### config.mk
export PLATFORM = sky130hd
export DESIGN_NAME = axis_stall_watchdog
export DESIGN_NICKNAME = d
export VERILOG_FILES = /design/src/rtl/axis_stall_watchdog.sv
export SDC_FILE = /design/constraint.sdc
export NUM_CORES = 1
export LEC_CHECK = 0
export ABC_AREA = 1
export CAP_MARGIN = 5
export CORE_AREA = 5 5 180 182
export DETAILED_ROUTE_END_ITERATION = 10
export DIE_AREA = 0 0 185 187
export PLACE_DENSITY = 0.6
export SETUP_SLACK_MARGIN = 0.4
export SYNTH_ARGS = -nofsm -noshare
export SYNTH_HDL_FRONTEND = slang
export SYNTH_SLANG_ARGS = --single-unit
export TNS_END_PERCENT = 10
### constraint.sdc
create_clock -name clk -period 8.8 [get_ports clk]
set_clock_uncertainty 0.2 [all_clocks]
set_input_delay 1.76 -clock clk [delete_from_list [all_inputs] [get_ports clk]]
set_output_delay 1.76 -clock clk [all_outputs]
set_load 0.01 [all_outputs]
### src/rtl/axis_stall_watchdog.sv
// ---------------------------------------------------------------------------
// axis_stall_watchdog
//
// Multi-channel AXI-Stream stall watchdog. Every channel counts consecutive
// backpressure cycles (tvalid && !tready). When that count reaches the
// runtime limit, the channel raises a sticky timeout flag. The block also
// records which channel timed out first, so software can tell where a
// pipeline lockup started.
//
// Parameters
//   NUM_CH  number of monitored channels (>= 1)
//   CNT_W   stall counter width; counters saturate at all-ones
//   CH_W    width of the channel index output (derived, minimum 1)
//
// Ports
//   clk          clock; all logic is synchronous to it
//   rst          asynchronous active-high reset
//   enable       0 holds every counter idle; sticky flags keep their value
//   limit        stall limit in cycles; 0 disables the timeout
//   clear        per-channel clear of the flag and count (one-cycle pulse)
//   tvalid       monitored channel tvalid bits
//   tready       monitored channel tready bits
//   timeout      sticky per-channel timeout flags
//   timeout_any  OR of the timeout flags, registered together with them
//   first_vld    first_ch holds a valid capture
//   first_ch     lowest-index channel among the earliest timeouts
//   stall_cnt    live per-channel stall counts, channel 0 in the LSBs
// ---------------------------------------------------------------------------
module axis_stall_watchdog #(
  parameter int NUM_CH = 4,
  parameter int CNT_W  = 32,
  localparam int CH_W  = (NUM_CH > 1) ? $clog2(NUM_CH) : 1
) (
  input  logic                    clk,
  input  logic                    rst,
  input  logic                    enable,
  input  logic [CNT_W-1:0]        limit,
  input  logic [NUM_CH-1:0]       clear,
  input  logic [NUM_CH-1:0]       tvalid,
  input  logic [NUM_CH-1:0]       tready,
  output logic [NUM_CH-1:0]       timeout,
  output logic                    timeout_any,
  output logic                    first_vld,
  output logic [CH_W-1:0]         first_ch,
  output logic [NUM_CH*CNT_W-1:0] stall_cnt
);

  typedef enum logic [1:0] {
    ST_IDLE  = 2'd0,
    ST_STALL = 2'd1,
    ST_TMO   = 2'd2
  } ch_state_e;

  localparam logic [CNT_W-1:0] CNT_MAX = '1;
  localparam logic [CNT_W-1:0] CNT_ONE = CNT_W'(1);

  ch_state_e         state_q [NUM_CH];
  ch_state_e         state_d [NUM_CH];
  logic [CNT_W-1:0]  cnt_q   [NUM_CH];
  logic [CNT_W-1:0]  cnt_d   [NUM_CH];
  logic [CNT_W-1:0]  cnt_inc [NUM_CH];
  logic [NUM_CH-1:0] timeout_d;
  logic [NUM_CH-1:0] rise;
  logic [CH_W-1:0]   rise_idx;

  // The incremented count never wraps. If a limit is lowered below the
  // current count mid-stall, that stall can then never match the limit.
  always_comb begin
    for (int i = 0; i < NUM_CH; i++) begin
      cnt_inc[i] = (cnt_q[i] == CNT_MAX) ? cnt_q[i] : cnt_q[i] + CNT_ONE;
    end
  end

  // Per-channel next state.
  // Priority order: clear, then disable, then normal FSM operation.
  // clear beats a timeout that would fire on the same edge.
  always_comb begin
    timeout_d = timeout;
    for (int i = 0; i < NUM_CH; i++) begin
      state_d[i] = state_q[i];
      cnt_d[i]   = cnt_q[i];
      if (clear[i]) begin
        state_d[i]   = ST_IDLE;
        cnt_d[i]     = '0;
        timeout_d[i] = 1'b0;
      end else if (!enable) begin
        state_d[i] = ST_IDLE;
        cnt_d[i]   = '0;
      end else begin
        case (state_q[i])
          ST_IDLE: begin
            if (tvalid[i] && !tready[i]) begin
              cnt_d[i] = CNT_ONE;
              if (limit == CNT_ONE) begin
                state_d[i]   = ST_TMO;
                timeout_d[i] = 1'b1;
              end else begin
                state_d[i] = ST_STALL;
              end
            end else begin
              cnt_d[i] = '0;
            end
          end
          ST_STALL: begin
            if (tvalid[i] && !tready[i]) begin
              cnt_d[i] = cnt_inc[i];
              if ((limit != '0) && (cnt_inc[i] == limit)) begin
                state_d[i]   = ST_TMO;
                timeout_d[i] = 1'b1;
              end
            end else begin
              state_d[i] = ST_IDLE;
              cnt_d[i]   = '0;
            end
          end
          ST_TMO: begin
            state_d[i] = ST_TMO;
          end
          default: begin
            state_d[i] = ST_IDLE;
            cnt_d[i]   = '0;
          end
        endcase
      end
    end
  end

  // Find the flags that rise on this edge.
  // Descending scan, so the lowest rising index wins.
  always_comb begin
    rise     = timeout_d & ~timeout;
    rise_idx = '0;
    for (int i = NUM_CH - 1; i >= 0; i--) begin
      if (rise[i]) begin
        rise_idx = CH_W'(i);
      end
    end
  end

  // State, count and flag registers.
  // The first-timeout capture is released one edge after every flag has
  // cleared. Captures occur only while no capture is held.
  always_ff @(posedge clk or posedge rst) begin
    if (rst) begin
      for (int i = 0; i < NUM_CH; i++) begin
        state_q[i] <= ST_IDLE;
        cnt_q[i]   <= '0;
      end
      timeout     <= '0;
      timeout_any <= 1'b0;
      first_vld   <= 1'b0;
      first_ch    <= '0;
    end else begin
      for (int i = 0; i < NUM_CH; i++) begin
        state_q[i] <= state_d[i];
        cnt_q[i]   <= cnt_d[i];
      end
      timeout     <= timeout_d;
      timeout_any <= |timeout_d;
      if (first_vld && (timeout == '0)) begin
        first_vld <= 1'b0;
        first_ch  <= '0;
      end else if (!first_vld && (rise != '0)) begin
        first_vld <= 1'b1;
        first_ch  <= rise_idx;
      end
    end
  end

  for (genvar g = 0; g < NUM_CH; g++) begin : g_cnt_out
    assign stall_cnt[g*CNT_W +: CNT_W] = cnt_q[g];
  end

endmodule

==> results of run 1 <==
[worst min path at each step]
stage | cells after the start | to | slack, ns
finish | 2 | first_ch[0] | 0.34
floorplan | 1 | state_q[3] | 0.31
CTS | 2 | first_ch[0] | 0.34
global placement | 2 | first_ch[0] | 0.33
detailed placement | 2 | first_ch[0] | 0.33
global route | 2 | first_ch[0] | 0.41
[per-stage QoR]
stage	utilization	cell area, um^2	power (W)	instances
2_1_floorplan	-	12400	0.000783	2089
3_3_place_gp	0.478	14500	0.000886	2633
3_5_place_dp	0.478	14500	0.000886	2633
4_1_cts	0.499	15200	0.00172	2665
5_1_grt	0.499	15200	0.00176	2665
6_report	0.499	15200	0.00171	2665
[state kept, by name, summed over array words and instances, names as in the netlist]
name / count
state_q: 8
stall_cnt: 128
timeout_any: 1
timeout: 4
first_vld: 1
first_ch: 2
[worst max-delay path, cell delays in order]
cell             delay (ns)
clkdlybuf4s50_1        0.75
inv_1                  0.24
nand4_1                0.22
nor2_1                 0.06
nand3_1                0.07
nor2_1                 0.05
nand2_1                0.25
nand2_1                0.10
nor2_1                 0.11
nand2_1                0.06
nor2_1                 0.09
nand2_1                0.06
nor2_1                 0.12
nand3_1                0.16
nand2_1                0.10
nand2_1                0.06
nand2_2                0.07
nand3_2                0.08
nand2_2                0.08
nand2_2                0.07
nand2_1                0.06
nand2_1                0.05
nand2_1                0.06
[final cells by class]
type | instances | area, um^2 | share of cell area
repair buffers | 193 | 1900 | 0.125
multi-input cells | 1609 | 7440 | 0.490
clock inverters | 14 | 215 | 0.0142
flip-flops and latches | 144 | 3600 | 0.237
well taps | 396 | 495 | 0.0326
inverters | 291 | 1100 | 0.0723
clock buffers | 18 | 429 | 0.0283
[power by group]
part | switching (W) | total [W] | internal (W)
Clock | 0.000327 | 0.000830 | 0.000503
Combinational | 0.000129 | 0.000195 | 0.0000661
Sequential | 0.00000975 | 0.000681 | 0.000672
[cells by family after synthesis]
family                     Yosys count
DFF                                144
and+or+nand+nor                   1337
adders and majority gates            4
buffers and inverters              336
xor gates and xnor gates            78
AOI/OAI and AO/OA                  190
[per-layer routing]
| metal | vias up | track usage |
|---|---|---|
| li1 | 6947 | - |
| met3 | 133 | 0.0593 |
| met5 | - | 0 |
| met2 | 750 | 0.506 |
| met1 | 6945 | 0.441 |
| met4 | 0 | 0.128 |
[layout by cell type, fill, tap and decap left out, drive strengths merged, types with 4 or more instances in the layout]
master,n
o22ai,43
nand4,33
clkdlybuf4s50,182
dfrtp,144
nand3,214
bufinv,5
clkinv,5
nor2,264
nor4,8
a21oi,16
ha,4
clkinvlp,5
nand2,781
inv,290
xor2,76
o21ai,120
buf,11
nor3,31
clkbuf,18
==> metrics.txt, run 1 <==
post-synthesis mux area share 0; VDD IR max 0.118 mV; CTS tree yes; DRC 0; GRT Overall Usage 0.323; IO buf count 182; routed wire length 56,500 um; Post-Place Worst Slack 3.91 ns; DP Wirelength 43,000 um; routed wl met3 5090 um; fmax 220 MHz; measured slew at the worst slew-check pin 0.943 ns; dominant cell by count in the synthesized netlist nand2_1; max_cap viols 0; status finished, final reports clean; CTS sink cnt 144; Synth Register Bits 144; clk buf depth 2; Routability Congestion 1.01; Mapped Nets 2,140; largest net degree at the start of global routing 80; H-tree Lvls 4; RSZ-0062 raised after global routing false; die width 185 um; DR top layer met4; via count 14,775; vias per cell 5.54; metal1 wirelength 23,600 um; async set-reset flop share out of synthesis 1.00; Pwr per Cell Area 112 nW/um^2; worst setup margin 4.26 ns; critical path startpoint category input pin; crit path max fanout 5; Post-Synth Adder-Cell Area 0.00404; Reg2Reg Setup Slack 4.72 ns; I/O pin cnt 183; crit end category flop; area fraction in compound gates after synthesis 0.0856; Leakage 6.72 nW; Sum Neg Setup Slack 0 ns; final hold vios 0; initial antenna violation count 0; Seq/Total Area, Yosys 0.291; chip height 187 um; CTS Hold Bufs 0; number of distinct library cells after synthesis 40; first-pass GRT wire length 86,300 um; Final setup viols 0; core area 30,400 um^2; Commonest cells post-synth 761 x nand2_1, 281 x inv_1, 246 x nor2_1; met2 wire length 25,400 um; min-delay src first_ch[0]; worst-case reg-to-reg path depth 20; worst r2r dst first_ch[1]; minimum clock period after layout 4.54 ns; CTS root buf clkbuf_16; Final ANT Viol Nets 0; CTS clock-pin slew for the worst setup and hold paths 0.06 ns; DR iter-0 viols 1,535; minimum hold slack 0.338 ns; setup bufs post-CTS 0; fill count 3,257; vias in the first global route 14,437; Slew Viols, Final 0; CTS buffer count 17; ys flop type dfrtp_1; diode count 0; EDFF count, synth 0; PostCTS Resize Cnt 0; Critical Path Start limit[7]; hold crit path type flop to flop; WL/cell 21.2 um; area growth from synthesis to layout 22.6%; Post-Syn Area 12,400 um^2; Synth area leaders dfrtp_1 29%, nand2_1 23%, inv_1 8.5%, nand3_1 8.5%, nor2_1 7.5%; Setup Crit Path Kind input pin to flop; post-synth top area share 0.291; end of the critical path first_ch[0]; Worst Path Required 8.99 ns; worst r2r src stall_cnt[32]; Post-Syn Area per Cell 5.93 um^2; largest family of logic cells by synthesized area simple AND/OR/NAND/NOR gates; xor-xnor portion of the synthesized cell area 0.0563; post-synthesis instance total 2,089; Initial Util 0.407; worst path arrival time 4.73 ns; Tcrit/Tclk final 0.515; YS warnings 0; die area 34,600 um^2; area leader, netlist dfrtp_1; total gr overflow 0; layout cells sized above 1 0.0463; simple-gate share of the synthesized area 0.454; fin nets 2,307; Max transition margin 0.371; num rows 64; DRT Pass-1 Iters 6; worst-skew pair later-pin latency 0.45 ns
Note: power is estimated with default switching activity, not from simulation.
==> run 2, diff against run 1 <==
clock period = 4.3 ns   (was 8.8 ns; I/O delays follow)
==> metrics.txt, run 2 (synthesized netlist as in run 1, its figures left out) <==
CTS tree yes; Power Total 0.00348 W; DRT Pass-1 Iters 6; Slew Viols, Final 0; routed wire length 57,600 um; Reg2Reg Setup Slack 0.66 ns; leading cell type in the layout, fill and taps excluded nand2_1; Post-Place Worst Slack 0.253 ns; crit end category flop; first-pass GRT wire length 86,200 um; fill count 3,177; vias in the first global route 14,344; Pwr per Cell Area 226 nW/um^2; minimum clock period after layout 3.68 ns; IO buf count 182; H-tree Lvls 4; VDD IR max 0.232 mV; layout cells sized above 1 0.0586; Crit path largest cell delay 0.75 ns; Tcrit/Tclk final 0.855; DR iter-0 viols 1,588; chip height 187 um; setup bufs post-CTS 0; fin nets 2,341; commonest cells after routing, fill and taps aside 761 x nand2_1, 280 x inv_1, 246 x nor2_1; WHS Endpoint first_ch[0]; minimum hold slack 0.344 ns; area growth from synthesis to layout 24.6%; Final ANT Viol Nets 0; measured slew at the worst slew-check pin 0.907 ns; critical path startpoint category input pin; hold crit path type flop to flop; die width 185 um; I/O pin cnt 183; num rows 64; Hold Crit Depth 2; Max transition margin 0.395; Setup Crit Path Kind input pin to flop; RSZ-0062 raised after global routing false; Buf/Inv on CP 2; fmax 272 MHz; CP Cell Sequence clkdlybuf4s50_1, inv_1, nand4_1, nor2_1, nand3_1, nor2_1, nand2_1, nand2_1, nor2_1, nand2_1, nor2_1, nand2_1, nor2_1, nand3_1, nand2_1, nand2_1, nand2_2, nand3_2, nand2_2, nand2_2, nand2_1, nand2_1, nand2_1; worst-case reg-to-reg path depth 20; final hold vios 0; GRT Overall Usage 0.326; slowest CP cell clkdlybuf4s50_1; worst path arrival time 3.86 ns; worst-skew pair later-pin latency 0.46 ns; CTS buffer count 17; via count 14,994; min-delay src first_ch[0]; Final setup viols 0; WL/cell 21.4 um; diode count 0; status finished, final reports clean; Routability Congestion 0.998; largest net degree at the start of global routing 145; worst r2r dst first_ch[0]; die area 34,600 um^2; DP Wirelength 44,100 um; Sum Neg Setup Slack 0 ns; vias per cell 5.56; core area 30,400 um^2; Initial Util 0.407; critical path's top delay family simple AND/OR/NAND/NOR gates; max_cap viols 0; worst r2r src stall_cnt[1]; worst setup margin 0.622 ns; CTS root buf clkbuf_16; total gr overflow 0; initial antenna violation count 0; CTS clock-pin slew for the worst setup and hold paths 0.06 ns; Top cell by count, worst path nand2_1; Leakage 6.88 nW; max FFs per register 128; DRC 0; CTS sink cnt 144; Worst Path Required 4.48 ns; crit path max fanout 5; clk buf depth 2
run 2: cell types whose count changed in the layout (fill, tap and decap cells not counted), sizes merged:
cell,previous run,this run
clkinvlp,5,2
clkbuf,18,22
buf,11,45
bufinv,5,4
inv,290,289
run 2: worst max-delay path by stage:
stage	slack [ns]	depth (start not counted)	to	start
after floorplan	1.41	22	first_ch[0]	stall_cnt[64]
after global routing	0.43	21	first_ch[1]	stall_cnt[1]
after CTS	0.69	24	first_ch[0]	stall_cnt[65]
after global placement	0.29	22	first_ch[0]	limit[7]
after detailed placement	0.25	22	first_ch[0]	limit[7]
final	0.62	23	first_ch[0]	limit[7]
run 2: area by class of cell:
class,count,area (um^2),share of cell area
sequential,144,3600,0.234
timing repair buffer,227,2170,0.141
clock inverter,9,159,0.0103
clock buffer,22,454,0.0294
inverter,291,1100,0.0710
tap,396,495,0.0321
multi-input combinational,1609,7450,0.483
run 2: timing repair:
item	in CTS	in global routing
gates resized for setup	0	2
setup endpoints to repair	0	2
hold buffers	0	0
run 2: worst min-delay path: cells and delay by family, from the launching register on:
kind,cells,cell delay (ns)
simple gates,2,0.15
flops,1,0.35
run 2: report_power, final:
part	leakage [nW]	switching, W	total (W)	internal, W
registers	2.00	0.0000182	0.00139	0.00137
logic	4.58	0.000277	0.000424	0.000148
clock network	0.294	0.000677	0.00166	0.000987
run 2: per-layer routing:
metal / track usage / vias up / routed length, um
met1: 0.439 / 7020 / 24000
met3: 0.0638 / 146 / 4830
met5: 0 / - / 0
met4: 0.130 / 0 / 2650
li1: - / 7017 / -
met2: 0.514 / 811 / 26100
run 2: through the flow:
stage                     utilization  std cells  area, um^2
after floorplan                     -       2089       12400
after global placement          0.487       2667       14800
after detailed placement        0.487       2667       14800
after CTS                       0.507       2698       15400
after global routing            0.507       2698       15400
final                           0.507       2698       15400
==> run 3, diff against run 2 <==
CTS_CLUSTER_SIZE = 12   (was default)
HOLD_SLACK_MARGIN = 0.1   (was default)
==> results of run 3 <==
No change in the layout: final DEF, timing and power equal those of run 2.
